===== config.mk =====
export PLATFORM = sky130hd
export DESIGN_NAME = mem_dump_streamer
export DESIGN_NICKNAME = d
export VERILOG_FILES = /design/src/rtl/mem_dump_streamer.sv
export SDC_FILE = /design/constraint.sdc
export NUM_CORES = 1
export LEC_CHECK = 0
export CELL_PAD_IN_SITES_DETAIL_PLACEMENT = 1
export CELL_PAD_IN_SITES_GLOBAL_PLACEMENT = 1
export CORE_MARGIN = 2
export CORE_UTILIZATION = 37
export DETAILED_ROUTE_END_ITERATION = 12
export PLACE_DENSITY = 0.76
export SLEW_MARGIN = 20
export SYNTH_ARGS = -nofsm -noshare
export SYNTH_HDL_FRONTEND = slang
export SYNTH_SLANG_ARGS = --single-unit

===== constraint.sdc =====
create_clock -name clk -period 3.2 [get_ports clk]
set_input_delay 0.96 -clock clk [delete_from_list [all_inputs] [get_ports clk]]
set_output_delay 0.96 -clock clk [all_outputs]
set_load 0.02 [all_outputs]

===== src/rtl/mem_dump_streamer.sv =====
// Reads a contiguous range of BRAM blocks word by word and emits one framed byte stream
// per block (0xA5, block index, words MSB first, XOR checksum) over a valid/ready byte port.
module mem_dump_streamer #(
    parameter int MEM_SELECT_BITS = 5,
    parameter int ADDR_BITS       = 8,
    parameter int DATA_BITS       = 16,
    parameter int NUM_BLOCKS      = 30,
    parameter int RD_LATENCY      = 1
) (
    input  logic                       clk,
    input  logic                       reset,
    input  logic                       start,
    input  logic [MEM_SELECT_BITS-1:0] first_block,
    input  logic [MEM_SELECT_BITS-1:0] last_block,
    output logic                       busy,
    output logic                       done,
    output logic                       err,
    output logic [MEM_SELECT_BITS-1:0] mem_select,
    output logic [ADDR_BITS-1:0]       mem_addr,
    output logic                       rd_en,
    input  logic [DATA_BITS-1:0]       mem_out,
    output logic [7:0]                 tx_data,
    output logic                       tx_valid,
    input  logic                       tx_ready
);

    localparam int LAT_W = 2;
    localparam logic [LAT_W-1:0] LAST_LAT = LAT_W'(RD_LATENCY - 1);
    // One extra bit so a block count equal to 2**MEM_SELECT_BITS is still representable.
    localparam logic [MEM_SELECT_BITS:0] NUM_BLOCKS_W = (MEM_SELECT_BITS + 1)'(NUM_BLOCKS);
    localparam logic [7:0] SYNC_BYTE = 8'hA5;

    typedef enum logic [3:0] {
        S_IDLE,
        S_SYNC,
        S_BIDX,
        S_RD,
        S_WAIT,
        S_HI,
        S_LO,
        S_CKS,
        S_FIN
    } state_t;

    state_t                     state_reg, state_next;
    logic [MEM_SELECT_BITS-1:0] mem_select_reg, mem_select_next;
    logic [MEM_SELECT_BITS-1:0] last_reg, last_next;
    logic [ADDR_BITS-1:0]       mem_addr_reg, mem_addr_next;
    logic [DATA_BITS-1:0]       word_reg, word_next;
    logic [7:0]                 cks_reg, cks_next;
    logic [LAT_W-1:0]           lat_reg, lat_next;
    logic                       err_reg, err_next;

    logic [7:0] bidx_byte;
    logic       range_bad;

    // Block index zero-extended to one byte.
    genvar gi;
    generate
        for (gi = 0; gi < 8; gi++) begin : g_bidx
            if (gi < MEM_SELECT_BITS) begin : g_bit
                assign bidx_byte[gi] = mem_select_reg[gi];
            end else begin : g_zero
                assign bidx_byte[gi] = 1'b0;
            end
        end
    endgenerate

    assign range_bad = (first_block > last_block) ||
                       ({1'b0, last_block} >= NUM_BLOCKS_W);

    assign mem_select = mem_select_reg;
    assign mem_addr   = mem_addr_reg;

    always_ff @(posedge clk) begin
        if (reset) begin
            state_reg      <= S_IDLE;
            mem_select_reg <= '0;
            last_reg       <= '0;
            mem_addr_reg   <= '0;
            word_reg       <= '0;
            cks_reg        <= '0;
            lat_reg        <= '0;
            err_reg        <= 1'b0;
        end else begin
            state_reg      <= state_next;
            mem_select_reg <= mem_select_next;
            last_reg       <= last_next;
            mem_addr_reg   <= mem_addr_next;
            word_reg       <= word_next;
            cks_reg        <= cks_next;
            lat_reg        <= lat_next;
            err_reg        <= err_next;
        end
    end

    always_comb begin
        state_next      = state_reg;
        mem_select_next = mem_select_reg;
        last_next       = last_reg;
        mem_addr_next   = mem_addr_reg;
        word_next       = word_reg;
        cks_next        = cks_reg;
        lat_next        = lat_reg;
        err_next        = err_reg;
        busy            = 1'b0;
        done            = 1'b0;
        err             = 1'b0;
        rd_en           = 1'b0;
        tx_valid        = 1'b0;
        tx_data         = 8'h00;

        case (state_reg)
            S_IDLE: begin
                if (start) begin
                    if (range_bad) begin
                        err_next   = 1'b1;
                        state_next = S_FIN;
                    end else begin
                        err_next        = 1'b0;
                        last_next       = last_block;
                        mem_select_next = first_block;
                        mem_addr_next   = '0;
                        cks_next        = 8'h00;
                        state_next      = S_SYNC;
                    end
                end
            end
            S_SYNC: begin
                busy     = 1'b1;
                tx_valid = 1'b1;
                tx_data  = SYNC_BYTE;
                if (tx_ready) state_next = S_BIDX;
            end
            S_BIDX: begin
                busy     = 1'b1;
                tx_valid = 1'b1;
                tx_data  = bidx_byte;
                if (tx_ready) state_next = S_RD;
            end
            S_RD: begin
                busy       = 1'b1;
                rd_en      = 1'b1;
                lat_next   = '0;
                state_next = S_WAIT;
            end
            S_WAIT: begin
                busy = 1'b1;
                // Address stays parked here so the BRAM output is valid on the final count.
                if (lat_reg == LAST_LAT) begin
                    word_next  = mem_out;
                    cks_next   = cks_reg ^ mem_out[DATA_BITS-1:8] ^ mem_out[7:0];
                    state_next = S_HI;
                end else begin
                    lat_next = lat_reg + 1'b1;
                end
            end
            S_HI: begin
                busy     = 1'b1;
                tx_valid = 1'b1;
                tx_data  = word_reg[DATA_BITS-1:8];
                if (tx_ready) state_next = S_LO;
            end
            S_LO: begin
                busy     = 1'b1;
                tx_valid = 1'b1;
                tx_data  = word_reg[7:0];
                if (tx_ready) begin
                    if (mem_addr_reg == '1) begin
                        state_next = S_CKS;
                    end else begin
                        mem_addr_next = mem_addr_reg + 1'b1;
                        state_next    = S_RD;
                    end
                end
            end
            S_CKS: begin
                busy     = 1'b1;
                tx_valid = 1'b1;
                tx_data  = cks_reg;
                if (tx_ready) begin
                    if (mem_select_reg == last_reg) begin
                        state_next = S_FIN;
                    end else begin
                        mem_select_next = mem_select_reg + 1'b1;
                        mem_addr_next   = '0;
                        cks_next        = 8'h00;
                        state_next      = S_SYNC;
                    end
                end
            end
            S_FIN: begin
                done       = 1'b1;
                err        = err_reg;
                err_next   = 1'b0;
                state_next = S_IDLE;
            end
            default: begin
                state_next = S_IDLE;
            end
        endcase
    end

endmodule


==> Word-level counts from Yosys, hierarchy flattened <==
Cells that the tools add are included.
{ "word_totals": {"out_inout_bits": 26, "regBits": 49} }
{ "op_classes": {"reduce_logical": 18, "bitwise_logic": 3, "n_lt_le_gt_ge": 2, "n_eq_ne": 21, "addsub": 3, "n_mux": 36} }
{ "op_table": {"columns": ["cell", "n"], "rows": [
  ["$mux 8", 7],
  ["$pmux 8 s3", 2],
  ["$pmux 8 s5", 1],
  ["$mux 4", 9],
  ["$pmux 4 s8", 1],
  ["$ne 2x2->1 const B", 11],
  ["$mux 5", 4],
  ["$eq 4x3->1 const B", 4],
  ["$xor 8x8->8", 2],
  ["$reduce_and 7->1", 2],
  ["$pmux 5 s2", 1],
  ["$add 8x1->8 const B", 1],
  ["$eq 4x2->1 const B", 2],
  ["$eq 8x8->1 const B", 1],
  ["$mux 1", 7],
  ["$reduce_or 7->1", 1],
  ["$reduce_and 2->1", 3],
  ["$reduce_and 6->1", 1],
  ["$reduce_bool 2->1", 3],
  ["$reduce_bool 3->1", 2],
  ["$add 5x1->5 const B", 1],
  ["$eq 5x5->1", 1],
  ["$ge 5x5->1 const B", 1],
  ["$gt 5x5->1", 1],
  ["14 further kinds", 14]
]} }

==> Depth between registers and ports, before layout <==
Gate-level depths: netlist (run 1).
{ "logic_depth": {"word_depth": 5, "depth_mapped": 9, "mapped_depth_nobuf": 8} }

==> Least setup slack after synthesis (run 1) <==
OpenSTA, ideal clock, no wires.
{ "synth_timing": {"kind": "input to register", "start": "input port last_block[1]", "end": "register mem_addr_reg[2] (netlist: mem_addr[2])", "slack_ns": 0.504, "setup_time_ns": 0.122, "path_stages": 8, "required_ns": 3.078, "arrival_time_ns": 2.574, "cell_sequence": "inv_1 -> ha_1 -> nor2b_1 -> o31ai_1 -> a31oi_1 -> o21ai_0 -> a21oi_4 -> a221o_1"} }
{ "synth_between": {"elab_chain_cells": 4, "elab_cells_between_ends": 5} }
{ "synth_rtl": {"columns": ["element", "line_no", "rtl"], "rows": [
  ["start, declared", "14", "input logic [MEM_SELECT_BITS-1:0] last_block,"],
  ["$gt 5x5->1 or $ge 5x5->1 (tied branches)", "69, 70", null],
  ["$logic_or 1x1->1 *", "69", "assign range_bad = (first_block > last_block) ||"],
  ["$ne 2x2->1 (no source line) *", null, null],
  ["$reduce_and 7->1 (no source line) *", null, null],
  ["end signal, assigned", "89", "mem_addr_reg <= mem_addr_next;"],
  ["end, declared", "48", "logic [ADDR_BITS-1:0] mem_addr_reg, mem_addr_next;"]
]} }
Every way passes the cells marked *; elsewhere a longest branch is shown, timed or not.
A chain may end at the register's enable or synchronous reset.

==> Worst setup path after layout (run 1) <==
{ "layout_timing": {"start": "input port last_block[1]", "end": "register cks_reg[0]"} }
{ "layout_between": {"elab_chain_cells": 4, "elab_cells_between_ends": 5} }
{ "layout_rtl": {"columns": ["element", "line_no", "rtl"], "rows": [
  ["$gt 5x5->1 or $ge 5x5->1 (tied branches)", "69, 70", null],
  ["$logic_or 1x1->1 *", "69", null],
  ["$ne 2x2->1 (no source line) *", null, null],
  ["$reduce_and 6->1 (no source line) *", null, null],
  ["end signal, assigned", "91", "cks_reg <= cks_next;"],
  ["end, declared", "50", "logic [7:0] cks_reg, cks_next;"]
]} }
Marked as above.

==> reports/metrics.cfg, run 1 <==
[placed_design]
gp_congestion=0.822
dp_slack_ns=-0.208
dp.cells=537
portBuffers=55
post-dp-hpwl_um=6590

[sta]
setup_ws_ns=0.149
setup_viol=0
finalCriticalPeriod_ns=3.05
worst_slew_pin_slew_ns=0.846
fin_skew_ns=0.0102
slew-limit-headroom_pct=43.6
maxSlewViolCount=0
timing.fmax_mhz=328
final.period_utilization_pct=95.3
rsz0062_at_grt=no
hold_violations=0

[floorplanning]
num_rows=31
die_h_um=91.4
num_io_pins=56
start_util_pct=38.6
coreArea_mm2=0.00733
fp.dieW_um=91.4
die-area_mm2=0.00836

[synthesis]
ys_seq_elements=49
async_reset_ff_share_pct=0
post-synth-top-area-fraction_pct=34.7
synth_ff_type=dfxtp_1
yosysWarnings=0
yosysSeqAreaShare_pct=34.7
yosys-top-cells-area=dfxtp_1 (35%), nand2_1 (8.8%), a21oi_1 (6.4%), nor2_1 (5.0%), xnor2_1 (4.0%)
syn_area_mm2=0.00283
synth_common_cells=nand2_1 (66), dfxtp_1 (49), nor2_1 (38)
synth_top_area_cell=dfxtp_1
syn_area_per_cell_um2=7.62
synth_nets=409
synthCells=371
synth_enable_flop_cells=0
synth.most_common_cell=nand2_1
ys_types=50

[job]
cap_violations=0

[grt]
grt_first_pass_wirelength_um=14900
gr-total-overflow=0
grt_max_degree=45
antenna_found_initial=0
grtUsageTotal_pct=21.5
grt_pass1_vias=3138

[drt]
wl_met3_um=271
wl_um=8630
ant_nets=0
post_drt_wl_per_cell_um=15.8
vias_per_cell=5.44
drc=0
drt-met1-wl_um=3820
drt_iter0_drc=118
wl_met2_um=4400
drt_first_pass_iters=4
routed.top_layer=met4
vias=2965

[clock_network]
cts.clk_slew.worst_paths_ns=0.11
hold_buffers=0
cts_tree=built
ctsResizeCount=0
cts_setup_buffers=0
cts_root_buffer=clkbuf_8
cts_buffer_depth=2
htree_levels=2
cts.sinks=49
cts_buffers=5
clkLatencyLatePin_ns=0.31

[cells_and_area]
largest_reg_flops=16
final_nets=483
fin_cells=545
antennaDiodeCount=0
areaGrowthSynthToFinish_pct=33.5
final_core_util_pct=51.5
layout-drive-gt1-share_pct=11.0

[critical_path]
worstPathRequired_ns=3.35
critPathLaunch=last_block[1]
worstPathArrival_ns=3.20
crit_path_max_fanout=8
cp-start-kind=primary input
crit_type=in2reg
r2r_slack_ns=0.60
crit_path_end_kind=register
r2r_start=state_reg[3]

[status]
status=finished clean

[power]
peakVddDrop_mv=0.271
power_leakage_nw=1.38
pwr_density_cell_mw_per_mm2=606
p_total_w=0.00229

[min_path]
min_from=word_reg[15]
hold_class=reg2reg

## worst paths after layout
check | to | depth (start not counted)
min reg2reg | word_reg[15] | 2
max reg2reg | cks_reg[0] | 7
min | word_reg[15] | 2
max | cks_reg[0] | 8
## cell type report
| class | instances | area (um2) |
|---|---|---|
| repair buffers | 85 | 793 |
| fillers | 921 | 3550 |
| well taps | 99 | 124 |
| multi-input cells | 292 | 1740 |
| inverters | 12 | 45.0 |
| flip-flops and latches | 49 | 982 |
| clock buffers | 5 | 68.8 |
| clock inverters | 3 | 26.3 |
## kinds of logic (layout without fill, tap and decap cells)
kind of cell / Yosys count / after routing / synth area share, %
AO/OA/AOI/OAI: 101 / 101 / 23.2
multiplexers: 11 / 11 / 3.94
flip-flops: 49 / 49 / 34.7
AND/OR/NAND/NOR: 159 / 159 / 26.4
buffers and inverters: 30 / 105 / 4.20
XOR/XNOR: 13 / 13 / 4.03
adder cells (fa/ha/maj): 8 / 8 / 3.54
## power by group
part | switching, W | internal, W
clock network | 0.000237 | 0.000160
logic | 0.000637 | 0.000509
registers | 0.0000808 | 0.000665
total | 0.000954 | 0.00133
## critical path, stage by stage
cell and delay (ns):
clkdlybuf4s50_1 0.48, inv_1 0.05, ha_1 0.27, nor2b_1 0.13
o31ai_1 0.24, a31oi_2 0.17, a21oi_1 0.68, a311oi_1 0.21
## cell usage in the layout (no fill, tap or decap), drive strengths merged, types with 8 or more instances in the layout
master         count
nand2             66
clkdlybuf4s50     53
dfxtp             49
nor2              39
a21oi             37
buf               30
o21ai             14
nand3             14
xnor2             13
inv               13
mux2i             10
a311oi            10
ha                 8
nor3               8
## layer usage
layer	vias up	global-route usage, %
met3	13	2.66
met4	0	7.07
met5	-	0
met1	1435	27.8
met2	54	36.9
li1	1463	-
## metrics by stage
stage / setup TNS (ns) / cell area [um2] / hold slack [ns]
2_1_floorplan: 0 / 2830 / 0.434
3_3_place_gp: -0.705 / 3670 / 0.445
3_5_place_dp: -2.67 / 3670 / 0.450
4_1_cts: 0 / 3760 / 0.465
5_1_grt: 0 / 3780 / 0.495
6_report: 0 / 3780 / 0.461
Note: power is estimated with default switching activity, not from simulation.
==> inputs of run 2 (changes only) <==
--- a/config.mk
+++ b/config.mk
@@ -10,6 +10,7 @@
 export CORE_MARGIN = 2
 export CORE_UTILIZATION = 37
 export DETAILED_ROUTE_END_ITERATION = 12
+export GPL_TIMING_DRIVEN = 1
 export PLACE_DENSITY = 0.76
 export SLEW_MARGIN = 20
 export SYNTH_ARGS = -nofsm -noshare
==> results of run 2 <==
The final DEF is identical to that of run 1; final timing and power are the same.
